--- config.mk ---
export PLATFORM = sky130hd
export DESIGN_NAME = mlp_neuron_acc
export DESIGN_NICKNAME = d
export VERILOG_FILES = /design/src/rtl/mlp_neuron_acc.sv
export SDC_FILE = /design/constraint.sdc
export NUM_CORES = 1
export LEC_CHECK = 0
export ABC_CLOCK_PERIOD_IN_PS = 5100
export CORE_MARGIN = 2
export CORE_UTILIZATION = 35
export CTS_CLUSTER_DIAMETER = 80
export CTS_CLUSTER_SIZE = 30
export DETAILED_ROUTE_END_ITERATION = 8
export GPL_ROUTABILITY_DRIVEN = 0
export HOLD_SLACK_MARGIN = 0.15
export PLACE_DENSITY_LB_ADDON = 0.1
export SYNTH_ARGS = -nofsm -noshare
export SYNTH_HDL_FRONTEND = slang
export SYNTH_SLANG_ARGS = --single-unit
--- constraint.sdc ---
create_clock -name clk -period 5.1 [get_ports clk]
set_clock_uncertainty 0.1 [all_clocks]
set_input_delay 1.02 -clock clk [delete_from_list [all_inputs] [get_ports clk]]
set_output_delay 1.02 -clock clk [all_outputs]
set_load 0.02 [all_outputs]
--- src/rtl/mlp_neuron_acc.sv ---
`default_nettype none
// ============================================================================
// Module      : mlp_neuron_acc
// Description : Per-neuron dot-product accumulator with bias, saturation and
//               optional ReLU, valid/ready on both sides.
// Revision    : 1.0 - initial release
// ============================================================================
module mlp_neuron_acc #(
    parameter int INT_DIGIT     = 11,
    parameter int DECIMAL_DIGIT = 5,
    parameter int NUM_INPUTS    = 64,
    parameter int ACC_GUARD     = 8,
    parameter int RELU          = 1
) (
    input  logic                                        clk,
    input  logic                                        rst,
    input  logic                                        clear,
    input  logic                                        in_valid,
    output logic                                        in_ready,
    input  logic signed [INT_DIGIT+DECIMAL_DIGIT-1:0]   in_product,
    input  logic signed [INT_DIGIT+DECIMAL_DIGIT-1:0]   bias,
    output logic                                        out_valid,
    input  logic                                        out_ready,
    output logic signed [INT_DIGIT+DECIMAL_DIGIT-1:0]   out_data,
    output logic                                        out_sat
);

    localparam int c_W     = INT_DIGIT + DECIMAL_DIGIT;
    localparam int c_ACC_W = c_W + ACC_GUARD;
    localparam int c_CNT_W = (NUM_INPUTS > 1) ? $clog2(NUM_INPUTS) : 1;

    localparam logic [c_CNT_W-1:0] c_LAST = c_CNT_W'(NUM_INPUTS - 1);

    localparam logic [0:0] c_ST_ACCUM  = 1'b0;
    localparam logic [0:0] c_ST_OUTPUT = 1'b1;

    // Saturation bounds of the W-bit result, expressed at accumulator width
    localparam logic signed [c_ACC_W-1:0] c_SAT_MAX = {{(ACC_GUARD+1){1'b0}}, {(c_W-1){1'b1}}};
    localparam logic signed [c_ACC_W-1:0] c_SAT_MIN = {{(ACC_GUARD+1){1'b1}}, {(c_W-1){1'b0}}};

    if (NUM_INPUTS < 1 || (2 ** ACC_GUARD) < (NUM_INPUTS + 1)) begin : g_param_check
        $error("mlp_neuron_acc: ACC_GUARD too small for NUM_INPUTS");
    end

    logic [0:0]                 r_state;
    logic [c_CNT_W-1:0]         r_cnt;
    logic signed [c_ACC_W-1:0]  r_acc;
    logic signed [c_W-1:0]      r_out_data;
    logic                       r_out_sat;

    logic                       w_hs;
    logic                       w_first;
    logic                       w_last;
    logic signed [c_ACC_W-1:0]  w_prod_ext;
    logic signed [c_ACC_W-1:0]  w_bias_ext;
    logic signed [c_ACC_W-1:0]  w_base;
    logic signed [c_ACC_W-1:0]  w_sum;
    logic signed [c_W-1:0]      w_clamped;
    logic signed [c_W-1:0]      w_result;
    logic                       w_sat;

    assign in_ready  = (r_state == c_ST_ACCUM);
    assign out_valid = (r_state == c_ST_OUTPUT);
    assign out_data  = r_out_data;
    assign out_sat   = r_out_sat;

    assign w_hs       = in_valid & in_ready;
    assign w_first    = (r_cnt == '0);
    assign w_last     = (r_cnt == c_LAST);
    assign w_prod_ext = {{ACC_GUARD{in_product[c_W-1]}}, in_product};
    assign w_bias_ext = {{ACC_GUARD{bias[c_W-1]}}, bias};
    // Index 0 seeds the sum with the bias instead of the running total
    assign w_base     = w_first ? w_bias_ext : r_acc;
    assign w_sum      = w_base + w_prod_ext;

    always_comb begin
        w_sat     = 1'b0;
        w_clamped = w_sum[c_W-1:0];
        if (w_sum > c_SAT_MAX) begin
            w_sat     = 1'b1;
            w_clamped = {1'b0, {(c_W-1){1'b1}}};
        end else if (w_sum < c_SAT_MIN) begin
            w_sat     = 1'b1;
            w_clamped = {1'b1, {(c_W-1){1'b0}}};
        end
    end

    if (RELU != 0) begin : g_relu_on
        assign w_result = w_clamped[c_W-1] ? '0 : w_clamped;
    end else begin : g_relu_off
        assign w_result = w_clamped;
    end

    always_ff @(posedge clk or posedge rst) begin
        if (rst) begin
            r_state    <= c_ST_ACCUM;
            r_cnt      <= '0;
            r_acc      <= '0;
            r_out_data <= '0;
            r_out_sat  <= 1'b0;
        end else begin
            case (r_state)
                c_ST_ACCUM: begin
                    if (clear) begin
                        r_cnt <= '0;
                        r_acc <= '0;
                    end else if (w_hs) begin
                        r_acc <= w_sum;
                        if (w_last) begin
                            r_out_data <= w_result;
                            r_out_sat  <= w_sat;
                            r_state    <= c_ST_OUTPUT;
                        end else begin
                            r_cnt <= r_cnt + 1'b1;
                        end
                    end
                end
                default: begin
                    // clear is deliberately ignored here so a finished result is never lost
                    if (out_ready) begin
                        r_state <= c_ST_ACCUM;
                        r_cnt   <= '0;
                        r_acc   <= '0;
                    end
                end
            endcase
        end
    end

endmodule
`default_nettype wire

==> results.md, run 1 <==
* CTS tree: yes
* Switching share of power at 0.398
* TNS Setup at 0 ns
* Ys Warns at 0
* Post-synthesis mux area share at 0.00337
* CP top delay family: simple AND/OR/NAND/NOR gates
* Worst-path cell chain: nor4_2 > and2_1 > buf_4 > nand2_1 > nand2_1 > ha_1 > inv_1 > fa_1 > nand2b_1 > a21oi_1 > o21ai_1 > a31oi_1 > o41ai_4 > xor2_1 > or4b_1 > nor4_4 > buf_4 > a211oi_1
* Max_cap viols at 0
* Post-Synthesis Cells at 404
* Initial DRC count at 164
* CP Capture Type: register
* Chip width at 102 µm
* Comb pwr share at 0.444
* Initial Util at 0.362
* Die height at 102 µm
* EDFF count, synth at 0
* Slowest cell delay on critical path at 0.51 ns
* Synth cell types at 50
* 1st-pass router iterations at 4
* Area fraction in compound gates after synthesis at 0.234
* Min Tclk post-route at 4.60 ns
* Synth area leaders: dfrtp_1 35%, nand2_1 9.9%, ha_1 9.3%
* Worst Setup EP: out_data[11]
* Seq cells post-synth at 47
* DRT Wirelength at 9340 µm
* Net Switching at 0.495 mW
* Register area share after synthesis at 0.352
* CTS root buffer: clkbuf_8
* Leakage power at 1.88 nW
* Critical Path Start: r_cnt[3]
* Core area at 9240 µm²
* DRC Markers at 0
* Clock network fraction of total power at 0.206
* Max Buffers Root-to-Sink at 2
* Mapped Nets at 467
* Buf/Inv on CP at 3
* Pint at 0.750 mW
* Average size of a mapped cell at 8.28 µm²
* Count leader, synth: nand2_1
* Number of hold buffers added after CTS at 0
* Flop pwr share at 0.350
* Clk Latency, worst-skew pair at 0.31 ns
* Synth Area in XOR/XNOR at 0.0628
* Maximum VDD drop at 108 µV
* Global-route wire length before repair at 15600 µm
* I/O Buffers at 54
* Worst-path clk slew at 0.10 ns
* Slew margin rel. at 0.311
* Fraction of registers with async set/reset at 1.00
* Critical path arrival at 4.68 ns
* Avg WL per Cell at 15.7 µm
* H-tree depth at 2
* WS Path Type: register to register
* Largest net degree at the start of global routing at 48
* GRT Total Usage at 0.192
* Hold Crit Class: register to register
* Post-Synth Adder-Cell Area at 0.0995
* Post-synth top area share at 0.352
* Predominant post-synthesis flop cell: dfrtp_1
* Worst R2R End: out_data[11]
* Crit path max fanout at 16
* R2r setup slk at 0.50 ns
* GRT overflow at 0
* Cts bufs inserted at 5
* Setup violators final at 0
* Final slew viol count at 0
* IO Pins at 56
* Largest family of logic cells by synthesized area: compound AO/OA/AOI/OAI gates
* WP depth at 18
* Nature of the critical path startpoint: register
* Pre-CTS WS at 0.362 ns
* Vias in the first global route at 3063
* Cell taking the most area after synthesis: dfrtp_1
* Worst-margin pin slew at 1.03 ns
* Simple-Gate Fraction of Synth Area at 0.219
* Critical path required time at 5.18 ns
* Tcrit/Tclk final at 0.902
* Layout cells sized above 1 at 0.0603
* CP max-delay cell: or4b_1
* Worst r2r src: r_cnt[3]
* Achievable Freq at 217 MHz
* Most instantiated cells after synthesis: 88 x nand2_1, 47 x dfrtp_1, 39 x nor2_1
* RSZ-0062 raised after global routing: no
* Final-report hold violation count at 0
* # nets final at 526
* Vias at 3061
* Initial antenna violation count at 0
* Pwr dens at 297 nW/µm²
* Outcome: complete, no violations
* Number of filler cells placed in the layout at 949
* Final ANT Viol Nets at 0
* Die ar. at 10400 µm²
* Std cell rows at 35
* Ant. Diodes at 0
* Area of the multi-input gates at 2090 µm²
* Final WS setup at 0.502 ns
* Detailed placement HPWL at 6960 µm
* Clk sink count at 47
* Avg Vias per Cell at 5.16
* Synthesized area at 3350 µm²
* Worst reg2reg path depth at 18
* P&R area growth vs syn at 25.2%
* Sequential Area at 1180 µm²
flip-flops by register name (all words and copies together) (netlist names):
register   count
out_valid      1
out_sat        1
r_acc         24
r_cnt          6
out_data      15
cell type report:
| cell class | instances | share of cell area |
|---|---|---|
| multi-input combinational | 333 | 0.498 |
| timing repair buffer | 66 | 0.150 |
| inverter | 10 | 0.00896 |
| tap | 129 | 0.0385 |
| clock inverter | 2 | 0.00388 |
| clock buffer | 6 | 0.0197 |
| sequential | 47 | 0.281 |
metal layers:
layer	GRT usage	routed length, µm	part of all wire	vias to the layer above
met5	0	0	0	-
met4	0.0405	63	0.0067	0
met3	0.0276	453	0.049	4
met2	0.297	4170	0.45	60
met1	0.285	4650	0.50	1448
li1	-	-	-	1549
how the worst min path moves through the flow:
stage               slack (ns)      from  cells past startpoint        to
floorplan                 0.35  r_acc[0]                      2  r_acc[0]
global placement          0.36  r_acc[0]                      2  r_acc[0]
detailed placement        0.37  r_acc[0]                      2  r_acc[0]
CTS                       0.39  r_acc[0]                      2  r_acc[0]
global route              0.42  r_acc[1]                      2  r_acc[1]
finish                    0.39  r_acc[4]                      2  r_acc[4]
tightest hold or removal path, stage by stage (launching register included):
cell and delay, ns:
dfrtp_1 0.35, nand2_1 0.05, o21ai_0 0.06
repair_timing:
| action | 4_1_cts | 5_1_grt |
|---|---|---|
| resized for setup | 0 | 2 |
| setup endpoints to repair | 0 | 16 |
| setup buffers | 0 | 0 |
power by group through the flow:
stage | combinational (mW) | clock, mW | sequential [mW]
after floorplan | 0.363 | 0 | 0.445
after global placement | 0.554 | 0 | 0.442
after detailed placement | 0.552 | 0 | 0.443
after CTS | 0.554 | 0.262 | 0.436
after global routing | 0.618 | 0.280 | 0.441
final | 0.553 | 0.257 | 0.436
through the flow:
step / power [mW] / area (µm²) / utilization / hold WS [ns] / cells
2_1_floorplan: 0.808 / 3350 / - / 0.350 / 404
3_3_place_gp: 0.996 / 4080 / 0.442 / 0.363 / 585
3_5_place_dp: 0.994 / 4080 / 0.442 / 0.371 / 585
4_1_cts: 1.25 / 4180 / 0.453 / 0.394 / 593
5_1_grt: 1.34 / 4190 / 0.453 / 0.425 / 593
6_report: 1.24 / 4190 / 0.453 / 0.392 / 593
kinds of logic after synthesis:
family / after synthesis
fa+ha+maj: 26
other cells: 1
compound gates: 116
flops: 47
buf+inv: 24
xor+xnor: 24
simple gates: 165
mux: 1
cells in the final DEF, fill, tap and decap left out, types with 3 or more instances in the layout:
master	instances
nand2_1	87
clkdlybuf4s50_1	54
dfrtp_1	47
nor2_1	39
o21ai_0	27
ha_1	25
a21oi_1	22
a211oi_1	17
xor2_1	17
buf_4	12
a21o_1	11
a22o_1	10
inv_1	9
xnor2_1	7
nand3_1	6
nand2b_1	6
clkbuf_8	6
nor3_1	4
and2_1	4
o211ai_1	4
o21ai_1	4
nor2b_1	4
a31oi_1	3
o21a_1	3
Power figures use the tool's default switching activity.
==> inputs of run 2 (changes only) <==
- ABC_CLOCK_PERIOD_IN_PS: 5100 -> 3700
- clock period: 5.1 -> 3.7 ns (I/O delays scaled with it)
==> run 2 against run 1 <==
Net effect:
- via count increased by 11%
- setup slack got worse by 0.91 ns
- power increased by 75%
- count of clock-buffer cells in the layout unchanged
- non-clock buffer count increased by 73
- cell count increased by 12%
- critical endpoint is now out_data[3]
- the flow now finishes with violations (negative setup slack)
- register-to-register slack lost 0.91 ns
- design area is 25% higher
- largest cell class unchanged
- sequential share of layout area decreased by 5.7 points
- utilization is 12 points higher
- wire length increased by 13%
- die area unchanged
==> results.md, run 2 (synthesized netlist as in run 1, its figures left out) <==
* H-tree depth at 2
* Violated checks: negative setup slack
* CP top delay family: simple AND/OR/NAND/NOR gates
* Die height at 102 µm
* Max reg flops at 24
* Final-report hold violation count at 0
* TNS Setup at -6.34 ns
* CTS root buffer: clkbuf_8
* Hold Crit Class: register to register
* Avg Vias per Cell at 5.08
* Largest register by flop count: r_acc
* Std cell rows at 35
* Initial Util at 0.362
* I/O Buffers at 54
* Worst r2r src: r_cnt[3]
* IO Pins at 56
* Core area at 9240 µm²
* Worst-margin pin slew at 1.05 ns
* Initial DRC count at 153
* Maximum VDD drop at 192 µV
* Slowest cell delay on critical path at 0.50 ns
* Vias in the first global route at 3234
* Final ANT Viol Nets at 0
* Max_cap viols at 0
* Critical path required time at 3.78 ns
* Worst-path clk slew at 0.10 ns
* Final slew viol count at 0
* Vias at 3384
* Worst reg2reg path depth at 18
* Global-route wire length before repair at 16000 µm
* Commonest non-fill, non-tap cell in the layout: nand2_1
* Commonest non-fill, non-tap cells in the layout: 80 x nand2_1, 78 x buf_4, 54 x clkdlybuf4s50_1, 47 x dfrtp_1, 39 x nor2_1
* Number of filler cells placed in the layout at 849
* RSZ-0062 raised after global routing: yes
* Final WS setup at -0.412 ns
* Min Tclk post-route at 4.11 ns
* GRT overflow at 0
* DRT Wirelength at 10600 µm
* Die ar. at 10400 µm²
* Setup violators final at 17
* Largest net degree at the start of global routing at 48
* Area of the multi-input gates at 2500 µm²
* Buf/Inv on CP at 4
* Pwr dens at 415 nW/µm²
* DRC Markers at 0
* Utilization after layout at 0.569
* Outcome: finished with violations
* Initial antenna violation count at 0
* CP Capture Type: register
* Slew margin rel. at 0.299
* P&R area growth vs syn at 57.1%
* Worst min-delay path startpoint: r_acc[8]
* Detailed placement HPWL at 7510 µm
* WP depth at 18
* Ant. Diodes at 0
* Cts bufs inserted at 5
* Clk Latency, worst-skew pair at 0.30 ns
* Most frequent CP cell: nand2_4
* WS Path Type: register to register
* CP max-delay cell: or4b_4
* Critical path arrival at 4.19 ns
* GRT Total Usage at 0.197
* Layout cells sized above 1 at 0.287
* Nature of the critical path startpoint: register
* Crit path max fanout at 8
* Clk sink count at 47
* Critical Path Start: r_cnt[3]
* # nets final at 599
* Max Buffers Root-to-Sink at 2
* Achievable Freq at 243 MHz
* 1st-pass router iterations at 4
* Hold slack final at 0.400 ns
* CTS tree: yes
* Leakage power at 2.35 nW
* Sequential Area at 1180 µm²
* Worst-path cell chain: nor4_4 > nand2_2 > buf_8 > buf_6 > nand2_4 > nand2_4 > ha_4 > nand2_4 > o21a_1 > a211o_1 > a31oi_4 > o41ai_4 > xor2_1 > or4b_4 > nor4_4 > buf_4 > clkbuf_16 > a211oi_2
* Tcrit/Tclk final at 1.11
* Avg WL per Cell at 15.9 µm
* Hold Crit Depth at 2
* Chip width at 102 µm
## run 2: changes by cell type in the layout (fill, tap and decap cells not counted), moves of 4 or more
cell,change
a21oi_1,-8
ha_1,-12
nand2_1,-7
nand2_2,+4
a211oi_1,-9
a21oi_2,+6
a211oi_2,+8
buf_4,+66
ha_4,+12
## run 2: path summary, 6_finish.rpt
check,end,slack [ns]
max in group asynchronous,out_data[2],1.94
min in group asynchronous,out_data[0],0.91
hold / removal,r_acc[8],0.40
setup reg to reg,out_data[3],-0.41
hold reg to reg,r_acc[8],0.40
setup / recovery,out_data[3],-0.41
## run 2: timing repair
action	CTS	global route
hold buffers	0	0
cloned	0	2
buffers inserted	0	3
setup endpoints to repair	18	21
pin swaps	1	18
hold endpoints to repair	0	0
gates resized for setup	7	64
## run 2: report_power, final
part	total [mW]	internal, mW	switching, mW	leakage, nW
clock	0.462	0.271	0.191	0.0654
sequential	0.601	0.568	0.0332	0.624
combinational	1.12	0.541	0.576	1.66
## run 2: stage by stage
stage,area (µm²),power [mW],worst slack (ns),std cells
after floorplan,3390,1.13,-0.431,404
after global placement,4650,1.56,-0.583,653
after detailed placement,4650,1.56,-0.601,653
after CTS,4830,2.03,-0.340,661
after global routing,5260,2.31,-0.506,666
final,5260,2.18,-0.412,666
## run 2: area by class of cell
| type | count | area share |
|---|---|---|
| clock inverters | 2 | 0.0114 |
| clock buffers | 6 | 0.0138 |
| flip-flops and latches | 47 | 0.224 |
| multi-input cells | 333 | 0.475 |
| well taps | 129 | 0.0307 |
| repair buffers | 139 | 0.238 |
| inverters | 10 | 0.00714 |
## run 2: metal layers
layer  track usage  part of all wire  vias to the layer above
met5             0                 0                        -
met4        0.0374            0.0053                        0
met3        0.0193             0.041                        2
met2         0.310              0.47                       78
met1         0.296              0.48                     1614
li1              -                 -                     1690
## run 2: worst reg2reg max path: stages (launching register included)
cell and delay (ns):
dfrtp_1 0.43, nor4_4 0.37, nand2_2 0.15, buf_8 0.17
buf_6 0.12, nand2_4 0.07, nand2_4 0.05, ha_4 0.30
nand2_4 0.05, o21a_1 0.21, a211o_1 0.31, a31oi_4 0.21
o41ai_4 0.10, xor2_1 0.21, or4b_4 0.50, nor4_4 0.25
buf_4 0.18, clkbuf_16 0.16, a211oi_2 0.06
